### config.mk
export PLATFORM = sky130hd
export DESIGN_NAME = instr_fetch_mem
export DESIGN_NICKNAME = d
export VERILOG_FILES = /design/src/rtl/imem_pkg.sv /design/src/rtl/imem_array.sv /design/src/rtl/instr_fetch_mem.sv
export SDC_FILE = /design/constraint.sdc
export NUM_CORES = 1
export LEC_CHECK = 0
export CAP_MARGIN = 30
export CORE_MARGIN = 2
export CORE_UTILIZATION = 43
export DETAILED_ROUTE_END_ITERATION = 10
export PLACE_DENSITY = 0.67
export SLEW_MARGIN = 20
export SYNTH_ARGS = -nofsm -noshare
export SYNTH_HDL_FRONTEND = slang
export SYNTH_SLANG_ARGS = --single-unit
### constraint.sdc
create_clock -name clk -period 3.2 [get_ports clk]
set_input_delay 0.96 -clock clk [delete_from_list [all_inputs] [get_ports clk]]
set_output_delay 0.96 -clock clk [all_outputs]
set_load 0.02 [all_outputs]
### src/rtl/imem_pkg.sv
// Shared types and constants for the instruction fetch memory.
package imem_pkg;

    typedef enum logic [1:0] {
        S_EMPTY = 2'd0,
        S_LOAD  = 2'd1,
        S_RUN   = 2'd2
    } state_t;

    // Byte address to word index shift for 32-bit instruction words.
    localparam int WORD_OFS = 2;

endpackage

### src/rtl/imem_array.sv
// Instruction storage: one synchronous write port, one synchronous read port.
// Contents are deliberately not reset; readers gate by the loaded word count.
module imem_array #(
    parameter int DATA_W = 32,
    parameter int DEPTH  = 32,
    parameter int IW     = $clog2(DEPTH)
) (
    input  logic              clk,
    input  logic              wr_en,
    input  logic [IW-1:0]     wr_addr,
    input  logic [DATA_W-1:0] wr_data,
    input  logic              rd_en,
    input  logic [IW-1:0]     rd_addr,
    output logic [DATA_W-1:0] rd_data
);

    logic [DATA_W-1:0] mem [DEPTH];

    // The read register only moves on rd_en so a stalled response holds.
    always_ff @(posedge clk) begin
        if (wr_en)
            mem[wr_addr] <= wr_data;
        if (rd_en)
            rd_data <= mem[rd_addr];
    end

endmodule

### src/rtl/instr_fetch_mem.sv
// Loadable instruction memory with a one-cycle-latency fetch port.
// Optional IMEM_BOUNDS_CHECK_EN flags misaligned / out-of-range fetches via addr_err.
module instr_fetch_mem
    import imem_pkg::*;
#(
    parameter int DATA_W = 32,
    parameter int DEPTH  = 32,
    parameter int ADDR_W = 32
) (
    input  logic                       clk,
    input  logic                       reset,
    input  logic                       load_start,
    input  logic                       load_valid,
    input  logic [DATA_W-1:0]          load_data,
    input  logic                       load_last,
    output logic                       load_ready,
    input  logic                       req_valid,
    input  logic [ADDR_W-1:0]          readAddress,
    output logic                       req_ready,
    output logic                       resp_valid,
    output logic [DATA_W-1:0]          instruction,
    output logic                       addr_err,
    input  logic                       resp_ready,
    output logic [$clog2(DEPTH):0]     loaded_count
);

    localparam int IW = $clog2(DEPTH);
    localparam int CW = IW + 1;

`ifdef IMEM_BOUNDS_CHECK_EN
    localparam bit BOUNDS_EN = 1'b1;
`else
    localparam bit BOUNDS_EN = 1'b0;
`endif

    state_t             state;
    logic               run_q;
    logic [CW-1:0]      count;
    logic               hit_q;
    logic               err_q;
    logic [DATA_W-1:0]  rd_data;

    logic               beat;
    logic               accept;
    logic [ADDR_W-1:0]  word_addr;
    logic [IW-1:0]      idx;
    logic               misaligned;
    logic               over;
    logic               bad;
    logic               in_range;

    // A beat coinciding with load_start is dropped: the load restarts at word 0.
    assign beat       = load_valid & load_ready & ~load_start;
    assign req_ready  = run_q & (~resp_valid | resp_ready);
    assign accept     = req_valid & req_ready;

    assign word_addr  = readAddress >> WORD_OFS;
    assign idx        = word_addr[IW-1:0];
    assign misaligned = |readAddress[WORD_OFS-1:0];
    assign over       = word_addr >= ADDR_W'(DEPTH);
    assign bad        = BOUNDS_EN & (misaligned | over);
    assign in_range   = {1'b0, idx} < count;

    assign loaded_count = count;

    always_ff @(posedge clk or posedge reset) begin
        if (reset) begin
            state      <= S_EMPTY;
            load_ready <= 1'b0;
            run_q      <= 1'b0;
            count      <= '0;
        end else begin
            case (state)
                S_EMPTY: begin
                    if (load_start) begin
                        state      <= S_LOAD;
                        load_ready <= 1'b1;
                        count      <= '0;
                    end
                end
                S_LOAD: begin
                    if (load_start) begin
                        count <= '0;
                    end else if (beat) begin
                        count <= count + CW'(1);
                        if (load_last || count == CW'(DEPTH - 1)) begin
                            state      <= S_RUN;
                            load_ready <= 1'b0;
                            run_q      <= 1'b1;
                        end
                    end
                end
                S_RUN: begin
                    if (load_start) begin
                        state      <= S_LOAD;
                        load_ready <= 1'b1;
                        run_q      <= 1'b0;
                        count      <= '0;
                    end
                end
                default: begin
                    state      <= S_EMPTY;
                    load_ready <= 1'b0;
                    run_q      <= 1'b0;
                    count      <= '0;
                end
            endcase
        end
    end

    // Hit is judged against the count at accept time, so a fetch racing a
    // reload still sees the old program.
    always_ff @(posedge clk or posedge reset) begin
        if (reset) begin
            resp_valid <= 1'b0;
            hit_q      <= 1'b0;
            err_q      <= 1'b0;
        end else if (accept) begin
            resp_valid <= 1'b1;
            hit_q      <= in_range & ~bad;
            err_q      <= bad;
        end else if (resp_ready) begin
            resp_valid <= 1'b0;
        end
    end

    assign instruction = hit_q ? rd_data : '0;
    assign addr_err    = err_q;

    imem_array #(
        .DATA_W (DATA_W),
        .DEPTH  (DEPTH),
        .IW     (IW)
    ) u_array (
        .clk     (clk),
        .wr_en   (beat),
        .wr_addr (count[IW-1:0]),
        .wr_data (load_data),
        .rd_en   (accept),
        .rd_addr (idx),
        .rd_data (rd_data)
    );

endmodule

# [Word level (Yosys, flattened, before mapping)]
# Memory sizes are Yosys's and may differ from the RTL's. A register that Yosys moved wholly into a read port is not among the register bits.
# Cells that the tools add are included.
[classes] n_div=0 add_sub_neg=1 reduce_logical=7 muxes=24 bitwise_logic=8 eq_ne=9 shift=0 magnitude_cmp=1 multipliers=0
[op_table] cell="$mux 32" count=1
[op_table] cell="$mux 6" count=3
[op_table] cell="$mux 1" count=12
[op_table] cell="$pmux 6 s2" count=1
[op_table] cell="$mux 2" count=4
[op_table] cell="$ne 2x2->1 const B" count=4
[op_table] cell="$add 6x1->6 const B" count=1
[op_table] cell="$eq 6x5->1 const B" count=1
[op_table] cell="$lt 5x6->1" count=1
[op_table] cell="$reduce_and 5->1" count=1
[op_table] cell="$and 1x1->1" count=4
[op_table] cell="$pmux 2 s2" count=1
[op_table] cell="$reduce_and 4->1" count=1
[op_table] cell="$ne 3x3->1 const B" count=1
[op_table] cell="$not 1->1" count=3
[op_table] cell="$pmux 1 s3" count=1
[op_table] cell="$eq 2x1->1 const B" count=1
[op_table] cell="$eq 2x2->1 const B" count=1
[op_table] cell="$logic_not 2->1" count=1
[op_table] cell="$ne 2x1->1 const B" count=1
[op_table] cell="$pmux 1 s2" count=1
[op_table] cell="$reduce_and 2->1" count=1
[op_table] cell="$reduce_bool 2->1" count=1
[op_table] cell="$reduce_or 2->1" count=1
[op_table] cell="other kinds (2)" count=2
[totals] latch_bits=0 mem_bits_rw=1024 out_inout_bits=42 word_cells=57 romBits=0 memories=1 regBits=12 in_bits=71
[mem_list] name="u_array.mem" words=32 word_bits=32 read_ports=1 rd_clocked_by_memory_dff=1 wr=1 line="imem_array.sv:17" rtl="logic [DATA_W-1:0] mem [DEPTH];"

# [Depth between registers and ports, before layout]
# Gate-level depths: netlist of the first run.
[logic_depth] word_depth=6 depth_mapped=8 depth_no_buf=6

# [Hierarchy]
# From an unflattened synthesis of the first run, not the netlist that was laid out.
[hier_totals] cells_unflattened=2383 area_unflattened_um2=41778.8
[modules_own_cells] module="imem_array" instances=1 cells_each=2260 area_per_inst_um2=40805.4 seq_area_each_um2=31710.4
[modules_own_cells] module="instr_fetch_mem" instances=1 cells_each=123 area_per_inst_um2=973.4 seq_area_each_um2=300.3

# [Worst setup path after synthesis of the first run]
# Ideal clock, no wire load.
[synth_timing] kind="input to register" from="input load_start" to="memory u_array.mem[18][0] (enable)" setup_ns=0.421 path_buffers=1 path_stages=4 path_slack_ns=-0.144 t_required_ns=2.779 t_arrival_ns=2.923 path_cell_list="buf_2 > nor2_1 > nand2_1 > nor2_1"
[synth_between] elab_chain_cells=4
[synth_rtl] item="from (decl)" line="instr_fetch_mem.sv:12" rtl="input logic load_start,"
[synth_rtl] item="$not 1->1" line="instr_fetch_mem.sv:53" rtl="assign beat = load_valid & load_ready & ~load_start;"
[synth_rtl] item="$and 1x1->1" line="instr_fetch_mem.sv:53"
[synth_rtl] item="$mux 1" line="imem_array.sv:21" rtl="if (wr_en)"
[synth_rtl] item="$mux 1 (not written as such)" line="imem_array.sv:22" rtl="mem[wr_addr] <= wr_data;"
[synth_rtl] item="to (decl)" line="imem_array.sv:17"
# No other way between the ends.

# [Worst setup path after layout of the first run]
[layout_timing] from="register hit_q" to="output instruction[12]"
[layout_between] elab_chain_cells=1
[layout_rtl] item="from (decl)" line="instr_fetch_mem.sv:39" rtl="logic hit_q;"
[layout_rtl] item="from (signal assigned)" line="instr_fetch_mem.sv:120" rtl="hit_q <= in_range & ~bad;"
[layout_rtl] item="$mux 32" line="instr_fetch_mem.sv:127" rtl="assign instruction = hit_q ? rd_data : '0;"
[layout_rtl] item="to (decl)" line="instr_fetch_mem.sv:21" rtl="output logic [DATA_W-1:0] instruction,"
# No other way between the ends.

==> results of run 1 <==
[registers in the layout, indices dropped and copies added, names as in the netlist]
register and flops:
u_array.mem 1024, u_array.rd_data 32, loaded_count 6, state 2, hit_q 1, load_ready 1, resp_valid 1, run_q 1
[power by group through the flow]
stage	Sequential, mW	Combinational (mW)	Clock (mW)
after floorplan	16.0	1.21	0
after global placement	16.0	2.40	0
after detailed placement	16.0	2.44	0
after CTS	15.7	2.44	12.1
after global routing	15.7	2.60	12.6
final	15.7	2.43	11.9
[layer usage]
layer,wire length (µm),vias up,part of all wire [%],global-route usage (%)
met2,49900,750,50,33.8
met1,40800,11300,41,26.1
met5,0,-,0,0
met3,5980,202,6.0,3.13
li1,-,9946,-,-
met4,3600,0,3.6,7.86
[stage by stage]
step	area, µm²	setup TNS (ns)	util [%]
after global routing	49600	0	51.4
final	49600	0	51.4
after detailed placement	46100	-0.00974	47.8
after global placement	46100	-0.0295	47.8
after floorplan	41800	-143.50	-
after CTS	49500	0	51.3
[layout make-up]
cell class	count	area, µm²	share of cell area [%]
Tap cell	1276	1600	3.22
Clock inverter	75	733	1.48
Sequential cell	1068	32000	64.6
Inverter	9	33.8	0.0681
Clock buffer	117	2650	5.35
Timing Repair Buffer	289	3380	6.81
Multi-Input combinational cell	1173	9180	18.5
[repair_timing]
action | CTS | global route
endpoints found under the setup margin | 1 | 1
gates resized for setup | 1 | 1
hold endpoints to repair | 0 | 0
[cells in the mapped netlist (2+ instances only)]
master	number	area, µm²
a21oi_1	104	521
dfrtp_1	12	300
mux2i_1	512	5120
edfxtp_1	1056	31700
clkbuf_4	2	15.0
nand2_1	109	409
nand3_1	107	536
a22o_1	64	561
and2_1	34	213
nor2_1	45	169
a31oi_1	32	200
nor3_1	34	170
nand2b_1	5	31.3
o21ai_0	7	35.0
ha_1	8	100
buf_2	44	220
o21a_1	2	15.0
buf_4	25	188
buf_6	22	248
a21o_1	2	15.0
a22oi_1	96	721
clkbuf_1	40	150
inv_1	9	33.8
nor2b_1	2	12.5
[worst min-delay path by stage]
stage	end	slack, ns	from	cells after the start
detailed placement	run_q$_DFFE_PP0P_	0.52	run_q$_DFFE_PP0P_	2
global placement	run_q$_DFFE_PP0P_	0.53	run_q$_DFFE_PP0P_	2
global route	loaded_count[4]$_DFFE_PP0P_	0.61	reset	2
finish	run_q$_DFFE_PP0P_	0.53	run_q$_DFFE_PP0P_	2
CTS	run_q$_DFFE_PP0P_	0.53	run_q$_DFFE_PP0P_	2
floorplan	run_q$_DFFE_PP0P_	0.48	run_q$_DFFE_PP0P_	2
[placed cells by master (no fill, tap or decap), types with 12 or more instances in the layout]
cell / count
nand2_1: 108
buf_12: 75
nor3_1: 34
nor2_1: 12
nor2_4: 33
clkinv_2: 22
clkinv_1: 30
dfrtp_1: 12
a22oi_1: 96
clkbuf_1: 13
a31oi_1: 32
nand3_1: 107
a22o_1: 64
edfxtp_1: 1056
a21oi_1: 104
clkbuf_16: 104
and2_1: 33
buf_4: 123
clkdlybuf4s50_1: 81
mux2i_1: 512
[critical path, stage by stage, from the launching register on]
cell,delay [ns]
dfrtp_1,0.37
buf_12,0.21
and2_1,0.25
clkdlybuf4s50_1,0.63
[cell families (layout without fill, tap and decap cells)]
kind of cell             after synthesis  in the layout  synth area share [%]
AO/OA/AOI/OAI                        309            309                  4.99
XOR/XNOR                               1              1                0.0210
multiplexers                         513            513                  12.3
buffers and inverters                144            490                  2.07
adder cells (fa/ha/maj)                8              8                 0.240
other                                  1              1               0.00898
flip-flops                          1068           1068                  76.6
AND/OR/NAND/NOR                      341            341                  3.76
==> results.md, run 1 <==
- Final worst-path cycle share: 97.2%
- Post-CTS Hold Fix Bufs: 0
- Vias per cell: 5.53
- Post-synth cell types: 36
- Status: complete, no violations
- Pre-CTS setup slack: -0.00974 ns
- TritonCTS Buffers: 104
- Hold_ws: 0.533 ns
- PwrDens: 606 mW/mm²
- Final global-route overflow total: 0
- Final wirelength: 100,000 µm
- Root Driver: clkbuf_16
- Tmin final: 3.11 ns
- RSZ-0062 raised after global routing: false
- Crit. End Element: primary output
- Flop2flop setup slack: 1.15 ns
- Port bufs: 84
- # fillers: 7,624
- Switching portion of total power: 22.6%
- First-pass GRT wire length: 146,000 µm
- Power Total: 30.1 mW
- DRC Markers: 0
- Final Wtd Congestion: 0.799
- Worst-Margin Slew: 0.597 ns
- Die footprint: 0.0997 mm²
- Num rows: 114
- Area grow syn2layout: 18.7%
- FMAX: 321 MHz
- Max_slew headroom: 60.2%
- Power Internal: 23.3 mW
- FF+latch count, synth: 1,068
- Detailed-route via count: 22,200
- Crit path max fanout: 33
- Hpwl dp: 57,000 µm
- VDD IR max: 0.000474 V
- Number of setup violations in the final report: 0
- Initial Util: 43.3%
- Non-Filler Instances: 4,007
- Worst R2R Start: loaded_count[2]$_DFFE_PP0P_
- Tightest Hold Check Type: reg2reg
- Nets: 2,724
- Share of layout cells above drive strength 1: 14.6%
- Clock sink count: 1,068
- 1st-iter DRT viols: 2,337
- CP Launch Type: flip-flop
- Critical path class: reg2out
- Logic pwr share: 8.1%
- Synthesized area: 0.0418 mm²
- Leakage: 17.3 nW
- Ant. Diodes: 0
- Die Height: 316 µm
- DRT Pass-1 Iters: 5
- Syn. warnings: 0
- Reg-to-Reg End: u_array.mem[18][22]$_DFFE_PP_
- Max-cap viol count: 0
- Routed Antenna Nets: 0
- CTS tree: yes
- Vias in the first global route: 22,700
- Commonest register cell after synthesis: edfxtp_1
- Placed cell count: 3,808
- Slew Viols, Final: 0
- Crit path from: hit_q$_DFFE_PP0P_
- I/O pin count: 113
- Fin worst setup slack: 0.0883 ns
- Initial antenna violation count: 3
- GR Util All Layers: 20.0%
- CORE AREA: 0.0964 mm²
- NetSw: 6.80 mW
- Post-Syn Area per Cell: 17.5 µm²
- Post-synth EDFFs: 1,056
- CP required: 2.24 ns
- Clk Latency, worst-skew pair: 0.70 ns
- Final hold violation count: 0
- Syn nets: 2,464
- Post-CTS Repair Setup Buffers: 0
- Clock Pin Slew Worst Setup and Hold Paths: 0.06 ns
- Die Wd: 316 µm
- Asr flop ratio synth: 1.12%
- Largest net degree at the start of global routing: 55
- Worst Path Arrival: 2.15 ns
- CTS H-tree depth: 3
- R2r worst-path depth: 4
- Average wire per standard cell: 25.0 µm
- CTS max path bufs: 3
- Critical Path End: instruction[12]
- Mapped Cells: 2,385
- Seq pwr share: 52.3%
- Seq/Total Area, Yosys: 76.6%
- Clk pwr share: 39.6%
- Worst Skew: 0.0609 ns
Note: power is estimated with default switching activity, not from simulation.
==> run 2, diff against run 1 <==
--- a/config.mk
+++ b/config.mk
@@ -8,9 +8,10 @@
 export CAP_MARGIN = 30
 export CORE_MARGIN = 2
 export CORE_UTILIZATION = 43
+export CTS_CLUSTER_DIAMETER = 120
 export DETAILED_ROUTE_END_ITERATION = 10
 export PLACE_DENSITY = 0.67
-export SLEW_MARGIN = 20
+export SLEW_MARGIN = 15
 export SYNTH_ARGS = -nofsm -noshare
 export SYNTH_HDL_FRONTEND = slang
 export SYNTH_SLANG_ARGS = --single-unit
==> results.md, run 2 (synthesized netlist as in run 1, its figures left out) <==
- CTS H-tree depth: 3
- Average wire per standard cell: 25.0 µm
- Power Total: 30.1 mW
- Detailed-route via count: 22,200
- WHS Endpoint: run_q$_DFFE_PP0P_
- CTS max path bufs: 3
- Die Height: 316 µm
- Crit path from: hit_q$_DFFE_PP0P_
- Status: complete, no violations
- Final global-route overflow total: 0
- Largest reg by FF count: u_array.mem
- CTS tree: yes
- Max-cap viol count: 0
- Leakage: 17.3 nW
- PwrDens: 606 mW/mm²
- Final wirelength: 100,000 µm
- Hpwl dp: 57,000 µm
- Placed cell count: 3,808
- Initial Util: 43.3%
- R2r worst-path depth: 4
- Most frequent cells in the layout: edfxtp_1 (1,056), mux2i_1 (512), buf_4 (123)
- Root Driver: clkbuf_16
- Initial antenna violation count: 3
- Most common cell after layout, fill and taps aside: edfxtp_1
- Die Wd: 316 µm
- Reg-to-Reg End: u_array.mem[16][22]$_DFFE_PP_
- Nets: 2,724
- Final hold violation count: 0
- Port bufs: 84
- Share of layout cells above drive strength 1: 14.6%
- Crit. End Element: primary output
- Vias per cell: 5.54
- Ant. Diodes: 0
- First-pass GRT wire length: 146,000 µm
- Vias in the first global route: 22,700
- Clk Latency, worst-skew pair: 0.70 ns
- Tightest Hold Check Type: reg2reg
- Largest net degree at the start of global routing: 55
- Max reg flops: 1,024
- DRC Markers: 0
- Worst R2R Start: loaded_count[2]$_DFFE_PP0P_
- Crit path max fanout: 33
- Number of setup violations in the final report: 0
- VDD IR max: 0.000475 V
- Routed Antenna Nets: 0
- TritonCTS Buffers: 104
- CORE AREA: 0.0964 mm²
- Clock sink count: 1,068
- CP required: 2.24 ns
- DRT Pass-1 Iters: 6
- Die footprint: 0.0997 mm²
- Design area: 0.0496 mm²
- Fin worst setup slack: 0.0994 ns
- Hold Crit Start: run_q$_DFFE_PP0P_
- Max_slew headroom: 59.7%
- Slew Viols, Final: 0
- Final worst-path cycle share: 96.9%
- # fillers: 7,623
- Num rows: 114
- Placed cell areas: 0.0461 mm²
- Worst Skew: 0.0614 ns
- Tmin final: 3.10 ns
- Util after Layout: 51.4%
- RSZ-0062 raised after global routing: false
- CP Launch Type: flip-flop
- I/O pin count: 113
- 1st-iter DRT viols: 2,406
- Worst-Margin Slew: 0.604 ns
- Worst Hold Depth: 2
- Worst Path Arrival: 2.14 ns
- Non-Filler Instances: 4,007
- Critical path class: reg2out
- Area grow syn2layout: 18.7%
- Pre-CTS setup slack: -0.00974 ns
- Final Wtd Congestion: 0.799
- FMAX: 323 MHz
- Clock Pin Slew Worst Setup and Hold Paths: 0.06 ns
- Flop2flop setup slack: 1.16 ns
- GR Util All Layers: 20.0%
[run 2: what timing repair did]
item	in CTS	in global routing
pin swaps	0	0
endpoints found under the setup margin	1	1
hold buffers	0	0
setup buffers	0	0
gates resized for setup	1	1
[run 2: metal layers]
layer	vias up	global-route usage (%)	routed length, µm
met2	776	33.8	49800
met4	0	7.86	3550
li1	9936	-	-
met5	-	0	0
met1	11300	26.1	40900
met3	196	3.13	6110
[run 2: through the flow]
step                hold slack, ns  setup TNS [ns]
floorplan                    0.484         -143.50
global placement             0.533         -0.0295
detailed placement           0.519        -0.00974
CTS                          0.533               0
global route                 0.608               0
finish                       0.534               0
[run 2: final cells by class]
cell class / instances / area (µm²) / area share [%]
Clock inverter: 75 / 733 / 1.48
Tap cell: 1276 / 1600 / 3.22
Multi-Input combinational cell: 1173 / 9180 / 18.5
Sequential cell: 1068 / 32000 / 64.6
Inverter: 9 / 33.8 / 0.0681
Clock buffer: 117 / 2650 / 5.35
Timing Repair Buffer: 289 / 3380 / 6.81
[run 2: worst max path at each step]
stage / cells after the start / slack, ns / to
CTS: 3 / 0.006 / instruction[11]
global placement: 4 / -0.03 / req_ready
floorplan: 4 / -0.14 / u_array.mem[18][0]$_DFFE_PP_
detailed placement: 4 / -0.01 / req_ready
finish: 3 / 0.1 / instruction[12]
global route: 3 / 0.05 / instruction[12]
[run 2: worst max-delay path, stage by stage, from the launching register on]
cell and delay, ns:
dfrtp_1 0.37, buf_12 0.21, and2_1 0.24, clkdlybuf4s50_1 0.63
[run 2: report_power, final]
part	leakage (nW)	switching [mW]	internal, mW
Sequential	9.66	0.0979	15.6
Combinational	5.98	1.45	0.977
Clock	1.64	5.25	6.67
Total	17.3	6.80	23.3
==> run 3, diff against run 2 <==
--- a/config.mk
+++ b/config.mk
@@ -5,12 +5,15 @@
 export SDC_FILE = /design/constraint.sdc
 export NUM_CORES = 1
 export LEC_CHECK = 0
+export ABC_AREA = 0
 export CAP_MARGIN = 30
+export CELL_PAD_IN_SITES_DETAIL_PLACEMENT = 2
+export CELL_PAD_IN_SITES_GLOBAL_PLACEMENT = 2
 export CORE_MARGIN = 2
 export CORE_UTILIZATION = 43
-export CTS_CLUSTER_DIAMETER = 120
+export CTS_CLUSTER_DIAMETER = 100
 export DETAILED_ROUTE_END_ITERATION = 10
-export PLACE_DENSITY = 0.67
+export PLACE_DENSITY = 0.81
 export SLEW_MARGIN = 15
 export SYNTH_ARGS = -nofsm -noshare
 export SYNTH_HDL_FRONTEND = slang
==> results.md, run 3 (synthesized netlist as in run 1, its figures left out) <==
- Crit path from: hit_q$_DFFE_PP0P_
- WHS Endpoint: load_ready$_DFFE_PP0P_
- Fin worst setup slack: 0.0411 ns
- Sequential cell area: 0.0320 mm²
- Family with the most delay on the worst path: buffers and inverters
- Largest reg by FF count: u_array.mem
- CP required: 2.24 ns
- Crit-path most repeated cell: buf_12
- Crit path max fanout: 12
- Hold Crit Start: load_ready$_DFFE_PP0P_
- Worst Skew: 0.0255 ns
- CP Launch Type: flip-flop
- Slew Viols, Final: 0
- Final wirelength: 149,000 µm
- CTS H-tree depth: 3
- Final hold violation count: 0
- Initial antenna violation count: 4
- Vias per cell: 6.07
- Worst R2R Start: loaded_count[2]$_DFFE_PP0P_
- Worst Path Arrival: 2.20 ns
- Average wire per standard cell: 37.2 µm
- Max-cap viol count: 0
- Slowest stage delay, CP: 0.60 ns
- First-pass GRT wire length: 207,000 µm
- Max_slew headroom: 61.0%
- PwrDens: 639 mW/mm²
- # fillers: 8,525
- Leakage: 17.4 nW
- Num rows: 114
- Clock sink count: 1,068
- Post-CTS Hold Fix Bufs: 0
- Buffers & Inverters on Critical Path: 3
- DRC Markers: 0
- CTS max path bufs: 3
- Flop2flop setup slack: 0.84 ns
- CTS tree: yes
- Detailed-route via count: 24,300
- Die Wd: 316 µm
- Pre-CTS setup slack: -0.137 ns
- Nets: 2,714
- Root Driver: clkbuf_16
- Reg-to-Reg End: u_array.mem[27][25]$_DFFE_PP_
- TritonCTS Buffers: 112
- Hold_ws: 0.588 ns
- Worst-Margin Slew: 0.584 ns
- Initial Util: 43.3%
- Placed cell areas: 0.0462 mm²
- Port bufs: 84
- Tmin final: 3.16 ns
- Share of layout cells above drive strength 1: 14.4%
- Die footprint: 0.0997 mm²
- Clk Latency, worst-skew pair: 0.70 ns
- Most common cell after layout, fill and taps aside: edfxtp_1
- Worst Hold Depth: 1
- Area taken by multi-input logic gates: 0.00918 mm²
- Most frequent cells in the layout: edfxtp_1 (1,056), mux2i_1 (512), clkbuf_16 (115)
- Hpwl dp: 84,900 µm
- Slowest CP cell: clkdlybuf4s50_1
- Area grow syn2layout: 19.5%
- 1st-iter DRT viols: 2,280
- DRT Pass-1 Iters: 5
- GR Util All Layers: 29.9%
- Max reg flops: 1,024
- I/O pin count: 113
- Setup TNS: 0 ns
- Crit-path cells: buf_12 > buf_12 > and2_1 > clkdlybuf4s50_1
- CORE AREA: 0.0964 mm²
- Critical path class: reg2out
- Util after Layout: 51.8%
- R2r worst-path depth: 4
- Status: complete, no violations
- Routed Antenna Nets: 0
- Largest net degree at the start of global routing: 53
- Final global-route overflow total: 0
- RSZ-0062 raised after global routing: false
- VDD IR max: 0.000399 V
- Clock Pin Slew Worst Setup and Hold Paths: 0.07 ns
- Ant. Diodes: 0
- Vias in the first global route: 26,900
- Crit. End Element: primary output
- Final Wtd Congestion: 0.774
- FMAX: 317 MHz
- Design area: 0.0499 mm²
- Final worst-path cycle share: 98.7%
- Die Height: 316 µm
- Tightest Hold Check Type: reg2reg
- Number of setup violations in the final report: 0
==> run 3: timing repair <==
item	in CTS	in global routing
setup endpoints to repair	23	3
buffers inserted	1	0
resized for setup	6	3
==> run 3: routing by layer <==
layer	GRT usage (%)	share of wire, %
met5	0	0.025
met3	4.72	5.1
met1	35.3	38
met4	14.8	5.1
met2	53.1	52
==> run 3: where the power goes <==
group | leakage (nW) | internal (mW) | switching, mW | total, mW
combinational | 5.98 | 0.999 | 1.69 | 2.68
clock | 1.77 | 7.66 | 5.76 | 13.4
sequential | 9.66 | 15.6 | 0.173 | 15.8
total | 17.4 | 24.3 | 7.62 | 31.9
==> run 3: how the worst max path moves through the flow <==
stage	end	slack (ns)	cells past startpoint
after floorplan	u_array.mem[18][0]$_DFFE_PP_	-0.14	4
after global placement	req_ready	-0.03	4
after detailed placement	u_array.rd_data[31]$_DFFE_PP_	-0.14	9
after CTS	instruction[13]	0.001	4
after global routing	instruction[26]	0.004	4
final	instruction[31]	0.04	4
==> run 3: stage by stage <==
stage / std cells / total power [mW]
after floorplan: 2385 / 17.2
after detailed placement: 3793 / 18.7
after CTS: 4003 / 32.1
final: 4006 / 31.9
after global placement: 3793 / 18.5
after global routing: 4006 / 32.6
==> run 3: area by class of cell <==
| cell class | instances | share of cell area [%] |
|---|---|---|
| clock buffer | 142 | 6.01 |
| clock inverter | 67 | 1.35 |
| inverter | 9 | 0.0677 |
| multi-input combinational | 1173 | 18.4 |
| sequential | 1068 | 64.1 |
| tap | 1276 | 3.20 |
| timing repair buffer | 271 | 6.88 |
==> run 3: worst register-to-register path, stage by stage (launching register included) <==
cell	delay [ns]
dfrtp_1	0.52
inv_1	0.30
nand3_1	0.47
nor2_4	0.31
buf_4	0.37
